==> src/rtl/req_queue_1r1w.sv <==
// req_queue_1r1w
//   Ingress request queue in front of the 1R1W virtual-bank memory core.
//   Each cycle's client write and/or read is packed into one FIFO entry, so
//   program order is kept. Entries are replayed to the core's vwrite/vread
//   ports only while the core reports ready. Out-of-range legs are dropped,
//   and handshake/address violations are flagged with sticky error bits.
//
// Ports
//   clk, rst                 clock, async active-low reset
//   cwrite/cwraddr/cdin      client write leg
//   cread/crdaddr            client read leg
//   cready                   queue can take a request this cycle
//   core_rdy                 core init sweep complete, issue allowed
//   vwrite/vwraddr/vdin      registered write to core
//   vread/vrdaddr            registered read to core
//   fifo_cnt                 occupancy, 0..FIFO_DEPTH
//   ovf_err                  sticky: request while cready=0
//   addr_err                 sticky: accepted request had an address >= NUMADDR
module req_queue_1r1w #(
  parameter int WIDTH      = 32,
  parameter int BITADDR    = 13,
  parameter int NUMADDR    = 8192,
  parameter int FIFO_DEPTH = 4,
  parameter int BITFIFO    = 2
) (
  input  logic               clk,
  input  logic               rst,
  input  logic               cwrite,
  input  logic [BITADDR-1:0] cwraddr,
  input  logic [WIDTH-1:0]   cdin,
  input  logic               cread,
  input  logic [BITADDR-1:0] crdaddr,
  output logic               cready,
  input  logic               core_rdy,
  output logic               vwrite,
  output logic [BITADDR-1:0] vwraddr,
  output logic [WIDTH-1:0]   vdin,
  output logic               vread,
  output logic [BITADDR-1:0] vrdaddr,
  output logic [BITFIFO:0]   fifo_cnt,
  output logic               ovf_err,
  output logic               addr_err
);

  typedef struct packed {
    logic               wr;
    logic [BITADDR-1:0] wraddr;
    logic [WIDTH-1:0]   din;
    logic               rd;
    logic [BITADDR-1:0] rdaddr;
  } entry_t;

  localparam logic [BITFIFO:0] DEPTH_C = (BITFIFO+1)'(FIFO_DEPTH);

  entry_t             mem [FIFO_DEPTH];
  logic [BITFIFO-1:0] wptr, rptr;
  logic               wr_ok, rd_ok, req, push, pop;
  entry_t             new_ent, head;

  // Compare in 32 bits so the check stays meaningful when NUMADDR == 2**BITADDR.
  function automatic logic in_range(input logic [BITADDR-1:0] a);
    int unsigned ai;
    ai = 32'(a);
    return ai < 32'(NUMADDR);
  endfunction

  // cready looks only at the registered count: a full queue refuses a push
  // even in a cycle where it also pops.
  assign cready = (fifo_cnt < DEPTH_C);
  assign req    = cwrite | cread;
  assign wr_ok  = cwrite & in_range(cwraddr);
  assign rd_ok  = cread  & in_range(crdaddr);
  assign push   = cready & (wr_ok | rd_ok);
  assign pop    = core_rdy & (fifo_cnt != '0);

  assign new_ent = '{wr: wr_ok, wraddr: cwraddr, din: cdin, rd: rd_ok, rdaddr: crdaddr};
  assign head    = mem[rptr];

  // Storage needs no reset; only the pointers/count define validity.
  always_ff @(posedge clk) begin
    if (push) mem[wptr] <= new_ent;
  end

  always_ff @(posedge clk or negedge rst) begin
    if (!rst) begin
      wptr     <= '0;
      rptr     <= '0;
      fifo_cnt <= '0;
      ovf_err  <= 1'b0;
      addr_err <= 1'b0;
      vwrite   <= 1'b0;
      vread    <= 1'b0;
      vwraddr  <= '0;
      vrdaddr  <= '0;
      vdin     <= '0;
    end else begin
      if (push) wptr <= wptr + BITFIFO'(1);
      if (pop)  rptr <= rptr + BITFIFO'(1);
      case ({push, pop})
        2'b10:   fifo_cnt <= fifo_cnt + (BITFIFO+1)'(1);
        2'b01:   fifo_cnt <= fifo_cnt - (BITFIFO+1)'(1);
        default: fifo_cnt <= fifo_cnt;
      endcase
      // A refused request leaves everything but ovf_err untouched, so the
      // range flag is only raised for requests the queue actually took.
      if (req & ~cready) ovf_err <= 1'b1;
      if (cready & ((cwrite & ~wr_ok) | (cread & ~rd_ok))) addr_err <= 1'b1;
      // Strobes pulse for one cycle per pop; address/data hold otherwise.
      if (pop) begin
        vwrite  <= head.wr;
        vread   <= head.rd;
        vwraddr <= head.wraddr;
        vrdaddr <= head.rdaddr;
        vdin    <= head.din;
      end else begin
        vwrite <= 1'b0;
        vread  <= 1'b0;
      end
    end
  end

endmodule

==> config.mk <==
export PLATFORM = sky130hd
export DESIGN_NAME = req_queue_1r1w
export DESIGN_NICKNAME = d
export VERILOG_FILES = /design/src/rtl/req_queue_1r1w.sv
export SDC_FILE = /design/constraint.sdc
export NUM_CORES = 1
export LEC_CHECK = 0
export ABC_AREA = 0
export CAP_MARGIN = 20
export CORE_MARGIN = 4
export CORE_UTILIZATION = 40
export CTS_BUF_LIST = sky130_fd_sc_hd__clkbuf_8
export CTS_CLUSTER_SIZE = 30
export DETAILED_ROUTE_END_ITERATION = 12
export DONT_BUFFER_PORTS = 1
export PLACE_DENSITY = 0.54
export SYNTH_ARGS = -nofsm -noshare
export SYNTH_HDL_FRONTEND = slang
export SYNTH_SLANG_ARGS = --single-unit
==> constraint.sdc <==
create_clock -name clk -period 7.63 [get_ports clk]
set_input_delay 1.526 -clock clk [delete_from_list [all_inputs] [get_ports clk]]
set_output_delay 1.526 -clock clk [all_outputs]
set_load 0.05 [all_outputs]
==> run metrics, run 1 <==
Clock Latency Late Sink between 0.5 and 0.6 ns; synthesized instance count roughly 600; slew margin rel. around a third; critical path launch point fifo_cnt[2]$_DFFE_PN0P_; Critical R2R Capture fifo_cnt[2]$_DFFE_PN0P_; Clock Skews between 0.015 and 0.02 ns; commonest non-fill, non-tap cell in the layout edfxtp_1; DRC 0; power per cell area ~430 nW/µm²; iteration-0 DRC count of the detailed router 260; TNS Setup 0 ns; synthesized flop and latch total between 300 and 400; post-synthesis sequential area ratio between 70% and 80%; count of cell types in the netlist 23; CTS HTree Levels 2; Tot Pwr 5500 µW; die area approximately 31000 µm²; GRT Total Usage roughly 14%; crit path kind flip-flop to output port; CTS tree done; Hold Crit Class flip-flop to flip-flop; number of global-route vias before repair between 5000 and 6000; Worst R2R Setup Slack approximately 5.1 ns; Placed Area 11700 µm²; final wirelength ~21000 µm; CTS resizes 0; commonest cells after routing, fill and taps aside edfxtp_1 (240), nand2_1 (175), dfrtp_1 (66); Max clock buf depth 3; first-pass GRT wire length about 33000 µm; die width 177 µm; CP endpoint cready; via count around 5100; multi-input logic area around 2300 µm²; grt total ovfl 0; critical path's top delay family flip-flops; Slew Limit Fails 0; fin crit share a little over two fifths; crit-path cells inv_1; final instance area between 10000 and 15000 µm²; Final Hold Vio Count 0; slowest CP cell dfrtp_1; critical path's largest stage delay roughly 0.75 ns; Startpoint Class flip-flop; Num Clock Sinks ~300; Inserted Clock Buffers 50; number of cells on the critical path 1; critical path fanouts, max 4; worst-margin pin slew 0.979 ns; share of cells above drive strength 1 20.0%; core region area ~28000 µm²; TritonRoute pass-1 iters 4; CP bufs+invs 1; fmax 0.304 GHz; Routed Antenna Nets 0; Synthesized Nets 673; crit path time final roughly 3.3 ns; initial antenna violation count 0; Leak 0.00466 µW; Syn. warnings 0; largest net degree at the start of global routing 69; I/O pin total ~130; Fillers roughly 2500; Reg-to-Reg Start fifo_cnt[1]$_DFFE_PN0P_; synthesized area per cell ~19 µm²; diode count 0; Max Cap Viol 0; CP Capture Type output port; worst path required time ~6 ns; post-DP HPWL approximately 11000 µm; placed instance count approximately 960; RSZ-0062 raised after global routing no; Initial Utilization 40.8%; height of the chip approximately 180 µm; # setup viols final 0; sequential cell area between 8000 and 9000 µm²; hold_buf cts 0; Critical Path AT between 1.5 and 2 ns; Root Buffer clkbuf_8; Worst Reg2Reg Path Length in Cells 9; I/O Buffers 0; clk slew on worst S/H paths roughly 0.060 ns; Final Non-Filler Cells 1052; P&R area growth vs syn 11.1%; setup bufs post-CTS 0; Vias/cell about 4.9; hold slack roughly 0.59 ns; WL/cell a little over 20 µm; synthesized cell area between 10000 and 15000 µm²; GP Congestion approximately 0.68; Worst VDD drop between 0.0002 and 0.00025 V; outcome complete, no violations; Net count, final roughly 700; FP Rows slightly above 60
==> cell type report <==
cell class / instances / share of cell area [%]
timing repair buffer: 3 / 0.177
clock inverter: 34 / 1.25
sequential: 308 / 70.3
inverter: 8 / 0.237
tap: 378 / 3.73
multi-input combinational: 261 / 17.8
clock buffer: 60 / 6.51
==> power by group <==
group          switching [µW]  internal, µW  total [µW]
clock network             607           744        1350
registers                 871          2290        3160
logic                     517           476         993
==> per-layer routing <==
metal  global-route usage [%]  wire, µm
met5                        0         0
met4                     4.38       391
met3                     5.45      1730
met2                     23.1     10700
met1                     16.8      8350
==> synthesized netlist by cell type <==
library cell / n / area share (%)
edfxtp_1: 240 / 63
and2_1: 6 / 0.33
mux4_1: 2 / 0.46
dfrtp_1: 68 / 15
xor2_1: 1 / 0.077
o31ai_4: 1 / 0.19
xnor2_1: 5 / 0.38
mux2_2: 1 / 0.099
fa_1: 1 / 0.18
o21bai_1: 1 / 0.066
mux2i_1: 1 / 0.088
nor2_1: 3 / 0.099
buf_12: 6 / 1.1
buf_4: 3 / 0.20
inv_2: 1 / 0.033
conb_1: 1 / 0.033
nand2_1: 175 / 5.7
inv_1: 7 / 0.23
buf_6: 1 / 0.099
mux4_2: 58 / 11
ha_1: 5 / 0.55
clkbuf_1: 5 / 0.16
buf_2: 12 / 0.53
==> sequential cells by signal (all words and copies together) (netlist names) <==
| register | cells |
|---|---|
| vwraddr | 13 |
| ovf_err | 1 |
| mem | 240 |
| vrdaddr | 13 |
| vwrite | 1 |
| rptr | 2 |
| vdin | 32 |
| fifo_cnt | 3 |
| vread | 1 |
| wptr | 2 |
==> how the worst min path moves through the flow <==
stage               slack, ns                       to           startpoint  cells after the start
finish                   0.59      wptr[1]$_DFFE_PN0P_  wptr[1]$_DFFE_PN0P_                      1
floorplan                0.53      wptr[1]$_DFFE_PN0P_  wptr[1]$_DFFE_PN0P_                      1
global route             0.62  vrdaddr[12]$_DFFE_PN0P_                  rst                      0
global placement         0.55      wptr[1]$_DFFE_PN0P_  wptr[1]$_DFFE_PN0P_                      1
CTS                      0.58      wptr[1]$_DFFE_PN0P_  wptr[1]$_DFFE_PN0P_                      1
detailed placement       0.57      wptr[1]$_DFFE_PN0P_  wptr[1]$_DFFE_PN0P_                      1
==> cells by family after synthesis <==
logic type / share of synthesized area [%]
other: 0.0328
DFF: 78.0
AOI/OAI and AO/OA: 0.252
xor gates and xnor gates: 0.460
adders and majority gates: 0.723
muxes: 12.1
buffers and inverters: 2.30
and+or+nand+nor: 6.18
==> metrics by stage <==
stage	utilization (%)	worst slack, ns
6_report	45.3	4.34
5_1_grt	45.3	4.24
4_1_cts	45.3	4.27
3_5_place_dp	41.8	4.29
3_3_place_gp	41.8	4.39
2_1_floorplan	-	3.90
(Power assumes the default switching activity.)
==> inputs of run 2 (changes only) <==
==> constraint.sdc (replaced) <==
create_clock -name clk -period 3.4 [get_ports clk]
set_input_delay 0.68 -clock clk [delete_from_list [all_inputs] [get_ports clk]]
set_output_delay 0.68 -clock clk [all_outputs]
set_load 0.05 [all_outputs]
==> run 2 against run 1 <==
Compared with the run above: clock power increased by 120%; count of clock-buffer cells in the layout increased by 1; first-iteration DRC count increased by 20%; flip-flop and latch count unchanged; sequential share of layout area decreased by 0.62 points; combinational power increased by 140%; via count about the same; routed wire length increased by 4.6%; register-to-register slack got worse by 4.2 ns; core utilization increased by 0.40 points; critical endpoint is now fifo_cnt[2]$_DFFE_PN0P_.
==> run metrics, run 2 (synthesis gave the netlist of run 1 again) <==
Clock Latency Late Sink around 0.55 ns; final wirelength between 20000 and 25000 µm; worst path required time ~3.9 ns; Max clock buf depth 3; fin util 45.7%; placed instance count slightly below 1000; setup bufs post-CTS 0; # setup viols final 0; Inserted Clock Buffers 51; max FFs per register 240; GRT Total Usage 14.6%; Startpoint Class flip-flop; slew margin rel. a little under two fifths; Leak between 0.004 and 0.005 µW; die width ~180 µm; critical path fanouts, max 26; RSZ-0062 raised after global routing no; die area roughly 31000 µm²; grt total ovfl 0; CTS tree done; largest registers mem x240, vdin x32; TritonRoute pass-1 iters 4; P&R area growth vs syn 12.1%; post-DP HPWL roughly 13000 µm; power per cell area 972 nW/µm²; GP Congestion 0.673; core region area 28000 µm²; crit path kind flip-flop to flip-flop; Initial Utilization between 40% and 50%; Slew Limit Fails 0; initial antenna violation count 0; Net count, final 708; Final WS setup about 0.92 ns; Routed Antenna Nets 0; iteration-0 DRC count of the detailed router about 310; critical path's largest stage delay between 0.7 and 0.8 ns; first-pass GRT wire length roughly 35000 µm; height of the chip about 180 µm; I/O Buffers 0; commonest non-fill, non-tap cell in the layout edfxtp_1; fin crit share between 70 and 80%; Num Clock Sinks roughly 310; via count a little over 5000; FP Rows 61; largest net degree at the start of global routing 69; TNS Setup 0 ns; Fillers roughly 2400; number of global-route vias before repair approximately 5900; slowest CP cell dfrtp_1; Hold Crit Class input port to async pin; diode count 0; DRC 0; Worst VDD drop about 0.00065 V; outcome complete, no violations; pre-CTS setup slack ~0.88 ns; Critical Path AT approximately 3 ns; share of cells above drive strength 1 about a fifth; Final Hold Vio Count 0; Largest Register mem; I/O pin total roughly 130; CP Capture Type flip-flop; WL/cell roughly 21 µm; hold slack ~0.0076 ns; Vias/cell slightly below 5; CTS HTree Levels 2; fmax 0.403 GHz; crit-path cells o31ai_4 -> inv_2 -> ha_1 -> inv_1 -> fa_1 -> xor2_1 -> nor2_1 -> xnor2_1; Final Non-Filler Cells 1058; worst-margin pin slew between 0.9 and 1 ns; crit path time final approximately 2.5 ns; clk slew on worst S/H paths ~0.060 ns; Clock Skews 0.0247 ns; Root Buffer clkbuf_8; commonest cells after routing, fill and taps aside edfxtp_1 (240), nand2_1 (175), dfrtp_1 (66); Max Cap Viol 0; Worst R2R Setup Slack between 0.9 and 1 ns
[run 2: cell count changes in the layout (fill, tap and decap cells not counted)]
cell	change
buf_12	+5
buf_16	+1
bufinv_16	-1
clkbuf_8	+1
clkinv_1	-5
clkinv_2	+1
inv_1	+4
[run 2: final cells by class]
| class | count | area [µm²] | area share (%) |
|---|---|---|---|
| clock buffers | 61 | 840 | 6.56 |
| clock inverters | 33 | 130 | 1.02 |
| inverters | 8 | 30.0 | 0.235 |
| multi-input cells | 261 | 2260 | 17.7 |
| flip-flops and latches | 308 | 8920 | 69.6 |
| well taps | 378 | 473 | 3.69 |
| repair buffers | 9 | 150 | 1.17 |
[run 2: worst max-delay path, delay by kind of cell (launching register included)]
family                     cells  cell delay [ns]
xor gates and xnor gates       2             0.28
buffers and inverters          2             0.47
AOI/OAI and AO/OA              1             0.13
adders and majority gates      2             0.67
and+or+nand+nor                1             0.11
DFF                            1             0.73
[run 2: stage by stage]
step	power, µW	cell area (µm²)
CTS	12700	12800
global route	13200	12800
floorplan	8970	11400
global placement	9570	11800
detailed placement	9640	11800
finish	12400	12800
[run 2: what timing repair did]
item	4_1_cts	5_1_grt
gates resized for setup	0	0
endpoints found under the hold margin	68	0
hold buffers	1	0
[run 2: power by group]
group	internal (µW)	total [µW]	leakage (µW)	switching [µW]
Clock	1620	2990	0.000588	1380
Combinational	1150	2350	0.00112	1200
Sequential	5120	7100	0.00302	1980
[run 2: path summary, 6_finish.rpt]
check | startpoint | endpoint | depth (start not counted)
setup / recovery | fifo_cnt[0]$_DFFE_PN0P_ | fifo_cnt[2]$_DFFE_PN0P_ | 8
hold / removal | rst | vrdaddr[10]$_DFFE_PN0P_ | 1
setup reg to reg | fifo_cnt[0]$_DFFE_PN0P_ | fifo_cnt[2]$_DFFE_PN0P_ | 8
hold reg to reg | wptr[1]$_DFFE_PN0P_ | wptr[1]$_DFFE_PN0P_ | 1
max in group asynchronous | rst | rptr[0]$_DFFE_PN0P_ | 1
min in group clk | cwraddr[3] | mem[1][49]$_DFFE_PP_ | 0
[run 2: metal layers]
layer | routed length [µm] | track usage [%] | up-vias
met1 | 8560 | 17.0 | 2647
met5 | 0 | 0 | -
met3 | 2030 | 6.39 | 29
li1 | - | - | 2330
met4 | 395 | 4.03 | 0
met2 | 11200 | 25.0 | 143
